<file path="config.mk">
export PLATFORM = sky130hd
export DESIGN_NAME = vga_line_plotter
export DESIGN_NICKNAME = d
export VERILOG_FILES = /design/src/rtl/vga_plot_pkg.sv /design/src/rtl/vga_timing.sv /design/src/rtl/vga_line_plotter.sv
export SDC_FILE = /design/constraint.sdc
export NUM_CORES = 1
export LEC_CHECK = 0
export ABC_AREA = 0
export BUFFER_PORTS_ARGS = -buffer_cell sky130_fd_sc_hd__buf_2
export CORE_ASPECT_RATIO = 0.75
export CORE_MARGIN = 2
export CORE_UTILIZATION = 63
export DETAILED_ROUTE_END_ITERATION = 6
export GPL_ROUTABILITY_DRIVEN = 0
export PLACE_DENSITY = 0.84
export SLEW_MARGIN = 20
export SYNTH_ARGS = -nofsm -noshare
export SYNTH_HDL_FRONTEND = slang
export SYNTH_SLANG_ARGS = --single-unit
</file>
<file path="constraint.sdc">
create_clock -name clk50 -period 5.2 [get_ports clk50]
set_input_delay 0 -clock clk50 [delete_from_list [all_inputs] [get_ports clk50]]
set_output_delay 0 -clock clk50 [all_outputs]
set_load 0.01 [all_outputs]
</file>
<file path="src/rtl/vga_plot_pkg.sv">
// Shared raster timing defaults, configuration address map and total-length helpers
// for the VGA plot blocks.
package vga_plot_pkg;

  localparam int unsigned DEF_H_ACTIVE = 640;
  localparam int unsigned DEF_H_FP     = 16;
  localparam int unsigned DEF_H_SYNC   = 96;
  localparam int unsigned DEF_H_BP     = 48;
  localparam int unsigned DEF_V_ACTIVE = 480;
  localparam int unsigned DEF_V_FP     = 10;
  localparam int unsigned DEF_V_SYNC   = 2;
  localparam int unsigned DEF_V_BP     = 33;
  localparam int unsigned DEF_CLK_DIV  = 2;

  typedef enum logic [1:0] {
    CFG_SLOPE     = 2'd0,
    CFG_INTERCEPT = 2'd1,
    CFG_COLOR     = 2'd2,
    CFG_ENABLE    = 2'd3
  } cfg_addr_e;

  function automatic int unsigned h_total(input int unsigned active, input int unsigned fp,
                                          input int unsigned sync, input int unsigned bp);
    return active + fp + sync + bp;
  endfunction

  function automatic int unsigned v_total(input int unsigned active, input int unsigned fp,
                                          input int unsigned sync, input int unsigned bp);
    return active + fp + sync + bp;
  endfunction

endpackage

</file>
<file path="src/rtl/vga_timing.sv">
// Raster timing generator: pixel-tick divider, x/y counters, raw active-low syncs,
// active-area flag, frame-start pulse and the shadow-to-active commit strobe.
module vga_timing
  import vga_plot_pkg::*;
#(
  parameter int unsigned H_ACTIVE = DEF_H_ACTIVE,
  parameter int unsigned H_FP     = DEF_H_FP,
  parameter int unsigned H_SYNC   = DEF_H_SYNC,
  parameter int unsigned H_BP     = DEF_H_BP,
  parameter int unsigned V_ACTIVE = DEF_V_ACTIVE,
  parameter int unsigned V_FP     = DEF_V_FP,
  parameter int unsigned V_SYNC   = DEF_V_SYNC,
  parameter int unsigned V_BP     = DEF_V_BP,
  parameter int unsigned CLK_DIV  = DEF_CLK_DIV
) (
  input  logic       clk50_i,
  input  logic       reset_i,
  output logic       tick_o,
  output logic [9:0] x_o,
  output logic [9:0] y_o,
  output logic       hsync_raw_o,
  output logic       vsync_raw_o,
  output logic       in_display_o,
  output logic       frame_start_o,
  output logic       commit_o
);

  localparam int unsigned H_TOTAL = h_total(H_ACTIVE, H_FP, H_SYNC, H_BP);
  localparam int unsigned V_TOTAL = v_total(V_ACTIVE, V_FP, V_SYNC, V_BP);
  localparam int unsigned DIV_W   = (CLK_DIV > 1) ? $clog2(CLK_DIV) : 1;

  localparam logic [DIV_W-1:0] DIV_LAST = DIV_W'(CLK_DIV - 1);
  localparam logic [9:0] X_LAST   = 10'(H_TOTAL - 1);
  localparam logic [9:0] Y_LAST   = 10'(V_TOTAL - 1);
  localparam logic [9:0] X_ACT    = 10'(H_ACTIVE);
  localparam logic [9:0] Y_ACT    = 10'(V_ACTIVE);
  localparam logic [9:0] HS_START = 10'(H_ACTIVE + H_FP);
  localparam logic [9:0] HS_END   = 10'(H_ACTIVE + H_FP + H_SYNC);
  localparam logic [9:0] VS_START = 10'(V_ACTIVE + V_FP);
  localparam logic [9:0] VS_END   = 10'(V_ACTIVE + V_FP + V_SYNC);

  logic [DIV_W-1:0] div_q;
  logic [9:0]       x_q;
  logic [9:0]       y_q;
  logic             tick;

  assign tick = (div_q == DIV_LAST);

  always_ff @(posedge clk50_i) begin
    if (reset_i) begin
      div_q <= '0;
      x_q   <= '0;
      y_q   <= '0;
    end else begin
      div_q <= tick ? '0 : div_q + 1'b1;
      if (tick) begin
        if (x_q == X_LAST) begin
          x_q <= '0;
          y_q <= (y_q == Y_LAST) ? '0 : y_q + 1'b1;
        end else begin
          x_q <= x_q + 1'b1;
        end
      end
    end
  end

  always_comb begin
    tick_o        = tick;
    x_o           = x_q;
    y_o           = y_q;
    hsync_raw_o   = !((x_q >= HS_START) && (x_q < HS_END));
    vsync_raw_o   = !((y_q >= VS_START) && (y_q < VS_END));
    in_display_o  = (x_q < X_ACT) && (y_q < Y_ACT);
    frame_start_o = !reset_i && tick && (x_q == '0) && (y_q == '0);
    // Commit lands on the first blanking line so a whole visible frame uses one config.
    commit_o      = !reset_i && tick && (x_q == '0) && (y_q == Y_ACT);
  end

endmodule

</file>
<file path="src/rtl/vga_line_plotter.sv">
// Multi-channel line plotter: draws y = slope*x + intercept per channel using
// incremental accumulators, double-buffered config and a fixed-priority colour mux.
module vga_line_plotter
  import vga_plot_pkg::*;
#(
  parameter int unsigned H_ACTIVE = DEF_H_ACTIVE,
  parameter int unsigned H_FP     = DEF_H_FP,
  parameter int unsigned H_SYNC   = DEF_H_SYNC,
  parameter int unsigned H_BP     = DEF_H_BP,
  parameter int unsigned V_ACTIVE = DEF_V_ACTIVE,
  parameter int unsigned V_FP     = DEF_V_FP,
  parameter int unsigned V_SYNC   = DEF_V_SYNC,
  parameter int unsigned V_BP     = DEF_V_BP,
  parameter int unsigned CLK_DIV  = DEF_CLK_DIV,
  parameter int unsigned CHANNELS = 4,
  parameter int unsigned WORD_W   = 16,
  parameter int unsigned COLOR_W  = 3
) (
  input  logic                                            clk50,
  input  logic                                            reset,
  input  logic                                            cfg_we,
  input  logic [((CHANNELS > 1) ? $clog2(CHANNELS) : 1)-1:0] cfg_ch,
  input  logic [1:0]                                      cfg_addr,
  input  logic [WORD_W-1:0]                               cfg_wdata,
  output logic                                            hsync,
  output logic                                            vsync,
  output logic [COLOR_W-1:0]                              pix,
  output logic                                            in_display,
  output logic [9:0]                                      counter_x,
  output logic [9:0]                                      counter_y,
  output logic                                            frame_start
);

  localparam int unsigned CH_W = (CHANNELS > 1) ? $clog2(CHANNELS) : 1;

  logic       tick;
  logic       commit;
  logic       hs_raw;
  logic       vs_raw;
  logic       disp_raw;
  logic [9:0] cx;
  logic [9:0] cy;

  vga_timing #(
    .H_ACTIVE(H_ACTIVE), .H_FP(H_FP), .H_SYNC(H_SYNC), .H_BP(H_BP),
    .V_ACTIVE(V_ACTIVE), .V_FP(V_FP), .V_SYNC(V_SYNC), .V_BP(V_BP),
    .CLK_DIV (CLK_DIV)
  ) u_timing (
    .clk50_i      (clk50),
    .reset_i      (reset),
    .tick_o       (tick),
    .x_o          (cx),
    .y_o          (cy),
    .hsync_raw_o  (hs_raw),
    .vsync_raw_o  (vs_raw),
    .in_display_o (disp_raw),
    .frame_start_o(frame_start),
    .commit_o     (commit)
  );

  logic [CHANNELS-1:0]              hit;
  logic [CHANNELS-1:0][COLOR_W-1:0] color_act;

  for (genvar g = 0; g < CHANNELS; g++) begin : g_ch
    logic [WORD_W-1:0]  slope_sh_q;
    logic [WORD_W-1:0]  icpt_sh_q;
    logic [COLOR_W-1:0] color_sh_q;
    logic               en_sh_q;
    logic [WORD_W-1:0]  slope_q;
    logic [WORD_W-1:0]  icpt_q;
    logic [COLOR_W-1:0] color_q;
    logic               en_q;
    logic [WORD_W-1:0]  acc_q;
    logic [WORD_W-1:0]  cur;
    logic               wr_sel;

    assign wr_sel = cfg_we && (cfg_ch == CH_W'(g));

    always_ff @(posedge clk50) begin
      if (reset) begin
        slope_sh_q <= '0;
        icpt_sh_q  <= '0;
        color_sh_q <= '0;
        en_sh_q    <= 1'b0;
        slope_q    <= '0;
        icpt_q     <= '0;
        color_q    <= '0;
        en_q       <= 1'b0;
        acc_q      <= '0;
      end else begin
        if (wr_sel) begin
          case (cfg_addr_e'(cfg_addr))
            CFG_SLOPE:     slope_sh_q <= cfg_wdata;
            CFG_INTERCEPT: icpt_sh_q  <= cfg_wdata;
            CFG_COLOR:     color_sh_q <= cfg_wdata[COLOR_W-1:0];
            CFG_ENABLE:    en_sh_q    <= cfg_wdata[0];
          endcase
        end
        if (commit) begin
          slope_q <= slope_sh_q;
          icpt_q  <= icpt_sh_q;
          color_q <= color_sh_q;
          en_q    <= en_sh_q;
        end
        // acc_q holds intercept + slope*x for the current x once x > 0.
        if (tick) acc_q <= ((cx == '0) ? icpt_q : acc_q) + slope_q;
      end
    end

    // At x = 0 acc_q still carries the previous line's end value, so use the intercept.
    assign cur          = (cx == '0) ? icpt_q : acc_q;
    assign hit[g]       = en_q && (cur == WORD_W'(cy));
    assign color_act[g] = color_q;
  end

  logic [CHANNELS-1:0] hit_q;
  logic                disp_q;
  logic                hs1_q;
  logic                vs1_q;
  logic [COLOR_W-1:0]  pix_q;
  logic                hsync_q;
  logic                vsync_q;
  logic [COLOR_W-1:0]  sel_color;
  logic                found;

  always_comb begin
    sel_color = '0;
    found     = 1'b0;
    for (int unsigned i = 0; i < CHANNELS; i++) begin
      if (!found && hit_q[i]) begin
        sel_color = color_act[i];
        found     = 1'b1;
      end
    end
  end

  always_ff @(posedge clk50) begin
    if (reset) begin
      hit_q   <= '0;
      disp_q  <= 1'b0;
      hs1_q   <= 1'b1;
      vs1_q   <= 1'b1;
      pix_q   <= '0;
      hsync_q <= 1'b1;
      vsync_q <= 1'b1;
    end else if (tick) begin
      hit_q   <= hit;
      disp_q  <= disp_raw;
      hs1_q   <= hs_raw;
      vs1_q   <= vs_raw;
      pix_q   <= disp_q ? sel_color : '0;
      hsync_q <= hs1_q;
      vsync_q <= vs1_q;
    end
  end

  assign counter_x  = cx;
  assign counter_y  = cy;
  assign in_display = disp_q;
  assign pix        = pix_q;
  assign hsync      = hsync_q;
  assign vsync      = vsync_q;

endmodule

</file>
After elaboration in Yosys (flattened, before gate mapping)

Index checks and enable logic that the tools add are counted.
W data, S select, Z words.

Add/subtract/negate cells: 7
$lt $le $gt $ge: 6
Equal/unequal tests: 13
Mux-type cells: 14
Reductions and logical operators: 46

Operators with widths:

| operator                | count |
|---|---|
| $add A16 B16 Y16        | 4 |
| $eq A16 B10 Y1          | 4 |
| $mux W16                | 4 |
| $reduce_and A2 Y1       | 17 |
| $add A10 B1 Y10 const B | 2 |
| $eq A10 B10 Y1 const B  | 2 |
| $logic_not A10 Y1       | 2 |
| $lt A10 B10 Y1 const B  | 2 |
| $lt A10 B9 Y1 const B   | 2 |
| $mux W10                | 2 |
| $logic_and A1 B1 Y1     | 18 |
| $mux W3                 | 5 |
| $eq A10 B9 Y1 const B   | 1 |
| $ge A10 B10 Y1 const B  | 1 |
| $ge A10 B9 Y1 const B   | 1 |
| $eq A2 B2 Y1 const B    | 4 |
| $logic_not A1 Y1        | 6 |
| $eq A2 B1 Y1 const B    | 2 |
| $logic_not A2 Y1        | 2 |
| $mux W1                 | 3 |
| $reduce_or A2 Y1        | 1 |
| $add A1 B1 Y1 const B   | 1 |

Flip-flop bits (word level): 385
Bits of input ports: 23
Output and inout port bits: 27
Logic and storage cells: 132

Longest topological paths before layout

Word-level depth: 11
Depth in mapped cells: 19
Mapped depth without buffers: 15

Modules after synthesis

From an unflattened synthesis, not the netlist that was laid out.

Cell total of the unflattened synthesis: 2,212
Area total of the unflattened synthesis: 18,393.9 um^2

By module, submodules not included:

| module           | instances | cells an instance | area each (um^2) | sequential area each (um^2) |
|---|---|---|---|---|
| vga_line_plotter | 1         | 2,071             | 17,192.7         | 7,287.0 |
| vga_timing       | 1         | 141               | 1,201.2          | 420.4 |

Least setup slack after synthesis

Ideal clock, no wire load.

Path type: register to register
Start point: register u_timing.x_q[0] (netlist: u_timing.x_o[0])
End point: register g_ch[1].acc_q[15]
Setup time: 0.117 ns
Arrival: 3.803 ns
Data required time: 5.083 ns
Path slack: 1.280 ns
Cell stages (with the launch flop): 18
Path buffers: 4
Clock period less this slack: 3.920 ns
Cell sequence: dfxtp_1 > inv_1 > ha_1 > nor4b_2 > and3_1 > buf_2 > clkbuf_1 > clkbuf_1 > buf_2 > nand2_1 > nand2_1 > ha_1 > nand4_1 > a21oi_1 > o311ai_0 > a211oi_1 > or4_1 > a32o_1

Cells in the longest elaborated chain, start to end: 3

RTL lines:

| item                     | RTL line                | RTL |
|---|---|---|
| start: declaration       | vga_timing.sv:43        | `logic [9:0] x_q;` |
| start signal: assignment | vga_timing.sv:61        | `x_q <= x_q + 1'b1;` |
| $logic_not A10 Y1        | vga_line_plotter.sv:106 | `if (tick) acc_q <= ((cx == '0) ? icpt_q : acc_q) + slope_q;` |
| $mux W16                 | vga_line_plotter.sv:106 |  |
| $add A16 B16 Y16         | vga_line_plotter.sv:106 |  |
| end signal: assignment   | vga_line_plotter.sv:106 |  |
| end: declaration         | vga_line_plotter.sv:73  | `logic [WORD_W-1:0] acc_q;` |

No other way between the ends.
A chain may end at the register's enable or synchronous reset.

Final worst setup path

Start point: register u_timing.x_q[0] (netlist: u_timing.x_o[0])
End point: register g_ch[3].acc_q[15]

Cells in the longest elaborated chain, start to end: 3

RTL lines:

| item                   | RTL line |
|---|---|
| $logic_not A10 Y1      | vga_line_plotter.sv:106 |
| $mux W16               | vga_line_plotter.sv:106 |
| $add A16 B16 Y16       | vga_line_plotter.sv:106 |
| end signal: assignment | vga_line_plotter.sv:106 |
| end: declaration       | vga_line_plotter.sv:73 |

No other way between the ends.

==> results.toml <==
[run_status]
outcome = "finished clean"

[logic_synthesis]
synth_warnings = 0
synth.distinct_cells = 69
synth.mux.area_fraction_pct = 1.71
async_flop_share_pct = 0
syn-num-nets = 2522
synthFlopType = "dfxtp_1"
synth_compound_area_share_pct = 17.0
synth_simple_gate_area_share_pct = 25.1
syn-cell-area_mm2 = 0.0184
yosys-top-cells-area = "dfxtp_1, nand2_1, a21oi_1"
yosys-top-cells-count = "nand2_1, dfxtp_1, a21oi_1, clkbuf_1, nor2_1"
synth_top_area_share_pct = 41.9
synth_most_common_cell = "nand2_1"
synth_edf_count = 0
syn_inst = 2424
postSynthAreaPerCell_um2 = 7.60
synth_top_family_by_area = "simple AND/OR/NAND/NOR gates"
yosysTopAreaCell = "dfxtp_1"
ys_seq_area_share_pct = 41.9
synth_fa_ha_area_share_pct = 5.26
synth_xor_area_share_pct = 4.61
ys_ff_latch = 385

[clock_tree]
holdBufCountCts = 19
numCtsBuffers = 37
cts_tree = "done"
clk_pin_slew_ns = 0.07
cts_root_buf = "clkbuf_16"
clock_path_buffers = 3
clk_latency_ns = 0.53
post_cts_resized = 0
post_cts_buffers = 0
h-tree-depth = 2
clkSinkCount = 385

[timing]
fin_crit_ns = 4.48
layout_worst_path_cycle_share_pct = 86.2
finClkSkew_ns = 0.0114
hold_violations = 0
tightest_slew_ns = 1.12
fmax_ghz = 0.223
rsz0062_at_grt = "false"
setup_viol = 0
finalSetupTns_ns = 0
holdWs_ns = 0.0689
slew_headroom_pct = 25.2
worst_slack_ns = 0.717
slew_violations = 0

[placement]
post-dp-hpwl_mm = 35.2
port_buffers = 49
place_ws_ns = 0.867

[power]
p_sw_mw = 1.40
power.share.clock_pct = 44.4
p_seq_share_pct = 50.5
power.share.combinational_pct = 5.1
switching_share_pct = 23.6
leakage_nw = 7.48
p_per_area_mw_per_mm2 = 296
irDropWorstVdd_mv = 0.254
intPower_mw = 4.53

[route]
drc = 0
drt_wl_total_mm = 54.5
drtPass1Iterations = 6
ant_nets = 0
drtIter0Drc = 2040
wl_per_cell_um = 19.4
vias = 17300
vias_per_cell = 6.16

[worst_hold_path]
hold_depth = 5
min-delay-path-class = "input port to flip-flop"
hp-start = "cfg_ch[1]"
min_to = "g_ch[0].en_sh_q"

[grt]
grt_max_degree = 239
antenna_found_initial = 0
grt_first_pass_wirelength_mm = 85.4
grt-ovfl-total = 0
grt_pass1_vias = 15700
track_usage_pct = 34.8

[finish]
final_nets = 2493
nFillCells = 2395
drive_above_1_share_pct = 6.00
multiInputGateArea_mm2 = 0.00989
seqCellArea_mm2 = 0.00771
syn_to_final_growth_pct = 8.79

[critical_path]
path_class = "flip-flop to flip-flop"
worstReg2RegStart = "u_timing.x_o[0]"
cp.arrival_ns = 4.91
reg2reg_to = "g_ch[3].acc_q[15]"
reg2reg_depth = 14
critPathLaunchType = "flip-flop"
crit_fanout = 43
r2r_slack_ns = 0.72
cp.required_ns = 5.63
end_kind = "flip-flop"

[job]
drv_cap = 0

[floorplanning]
die_w_um = 201
core_mm2 = 0.0289
io_pins = 50
dieArea_mm2 = 0.0306
start_util_pct = 63.7
die_h_um = 152
rows = 54
[logic make-up (layout without fill, tap and decap cells)]
| kind of cell | count (synthesis) | in the layout |
|---|---|---|
| adder cells (fa/ha/maj) | 75 | 75 |
| AO/OA/AOI/OAI | 542 | 542 |
| multiplexers | 31 | 31 |
| AND/OR/NAND/NOR | 1094 | 1094 |
| other | 0 | 1 |
| flip-flops | 385 | 385 |
| XOR/XNOR | 97 | 97 |
| buffers and inverters | 200 | 193 |
[worst max-delay path: stages, from the launching register on]
cell and delay, ns:
dfxtp_1 0.35, inv_1 0.09, ha_1 0.17, nor4b_2 0.39, and3_2 0.50, buf_4 0.56
nand2_1 0.13, nand2_1 0.11, ha_1 0.25, nand3_1 0.13, a21oi_1 0.11, o311ai_0 0.69
a211oi_1 0.21, or4_1 0.43, a32o_1 0.26
[per-stage QoR]
stage          std cells  utilization (%)  total power, mW  area [µm²]
2_1_floorplan       2424                -             3.23       18400
3_5_place_dp        2729             64.6             3.33       18700
4_1_cts             2809             69.3             5.92       20000
3_3_place_gp        2729             64.6             3.33       18700
6_report            2810             69.3             5.92       20000
5_1_grt             2809             69.3             6.06       20000
[power groups by stage]
| stage | clock network [mW] | registers (mW) | logic, mW |
|---|---|---|---|
| final | 2.63 | 2.99 | 0.303 |
| after global routing | 2.75 | 2.99 | 0.315 |
| after CTS | 2.64 | 2.99 | 0.289 |
| after detailed placement | 0 | 3.06 | 0.277 |
| after global placement | 0 | 3.05 | 0.274 |
| after floorplan | 0 | 3.05 | 0.182 |
[sequential cells by signal, indices dropped and copies added, names as in the netlist]
name,cells
u_timing.x_o,10
g_ch.icpt_q,64
g_ch.acc_q,64
vsync,1
u_timing.tick_o,1
in_display,1
g_ch.en_sh_q,4
u_timing.y_o,10
pix,3
vs1_q,1
g_ch.color_sh_q,12
g_ch.color_q,12
g_ch.icpt_sh_q,64
g_ch.slope_sh_q,64
g_ch.slope_q,64
g_ch.en_q,4
hit_q,4
hs1_q,1
hsync,1
[per-layer routing]
layer | part of all wire (%) | vias up | GRT usage [%]
met5 | 0 | - | 0
met4 | 4.1 | 0 | 13.7
met3 | 13 | 171 | 7.08
met2 | 41 | 1010 | 50.2
met1 | 42 | 8015 | 51.0
li1 | - | 8127 | -
[worst max-delay path by stage]
stage	start	endpoint	slack, ns	cells after the start
global placement	u_timing.x_o[0]	g_ch[3].acc_q[15]	1.00	14
finish	u_timing.x_o[0]	g_ch[3].acc_q[15]	0.72	14
global route	u_timing.x_o[0]	g_ch[3].acc_q[15]	0.53	14
floorplan	u_timing.x_o[0]	g_ch[1].acc_q[15]	1.28	17
detailed placement	u_timing.x_o[0]	g_ch[3].acc_q[15]	0.87	14
CTS	u_timing.x_o[0]	g_ch[3].acc_q[15]	0.85	14
[area by class of cell]
type                            count  share of cell area, %
Antenna cell                        1                 0.0125
Multi-Input combinational cell   1839                   49.4
Sequential cell                   385                   38.5
Tap cell                          392                   2.45
Timing Repair Buffer               85                   3.05
Clock buffer                       54                   5.39
Inverter                           47                  0.881
Clock inverter                      7                  0.344
[layout by cell type (no fill, tap or decap), types with 27 or more instances in the layout]
cell type / n
o21ai_0: 57
clkbuf_16: 37
xnor2_1: 61
buf_2: 48
nand3_1: 33
nor2_1: 106
a21oi_1: 356
nand4_1: 29
ha_1: 71
xor2_1: 36
nand2_1: 787
inv_1: 43
mux2i_1: 27
dfxtp_1: 384
Power figures use the tool's default switching activity.
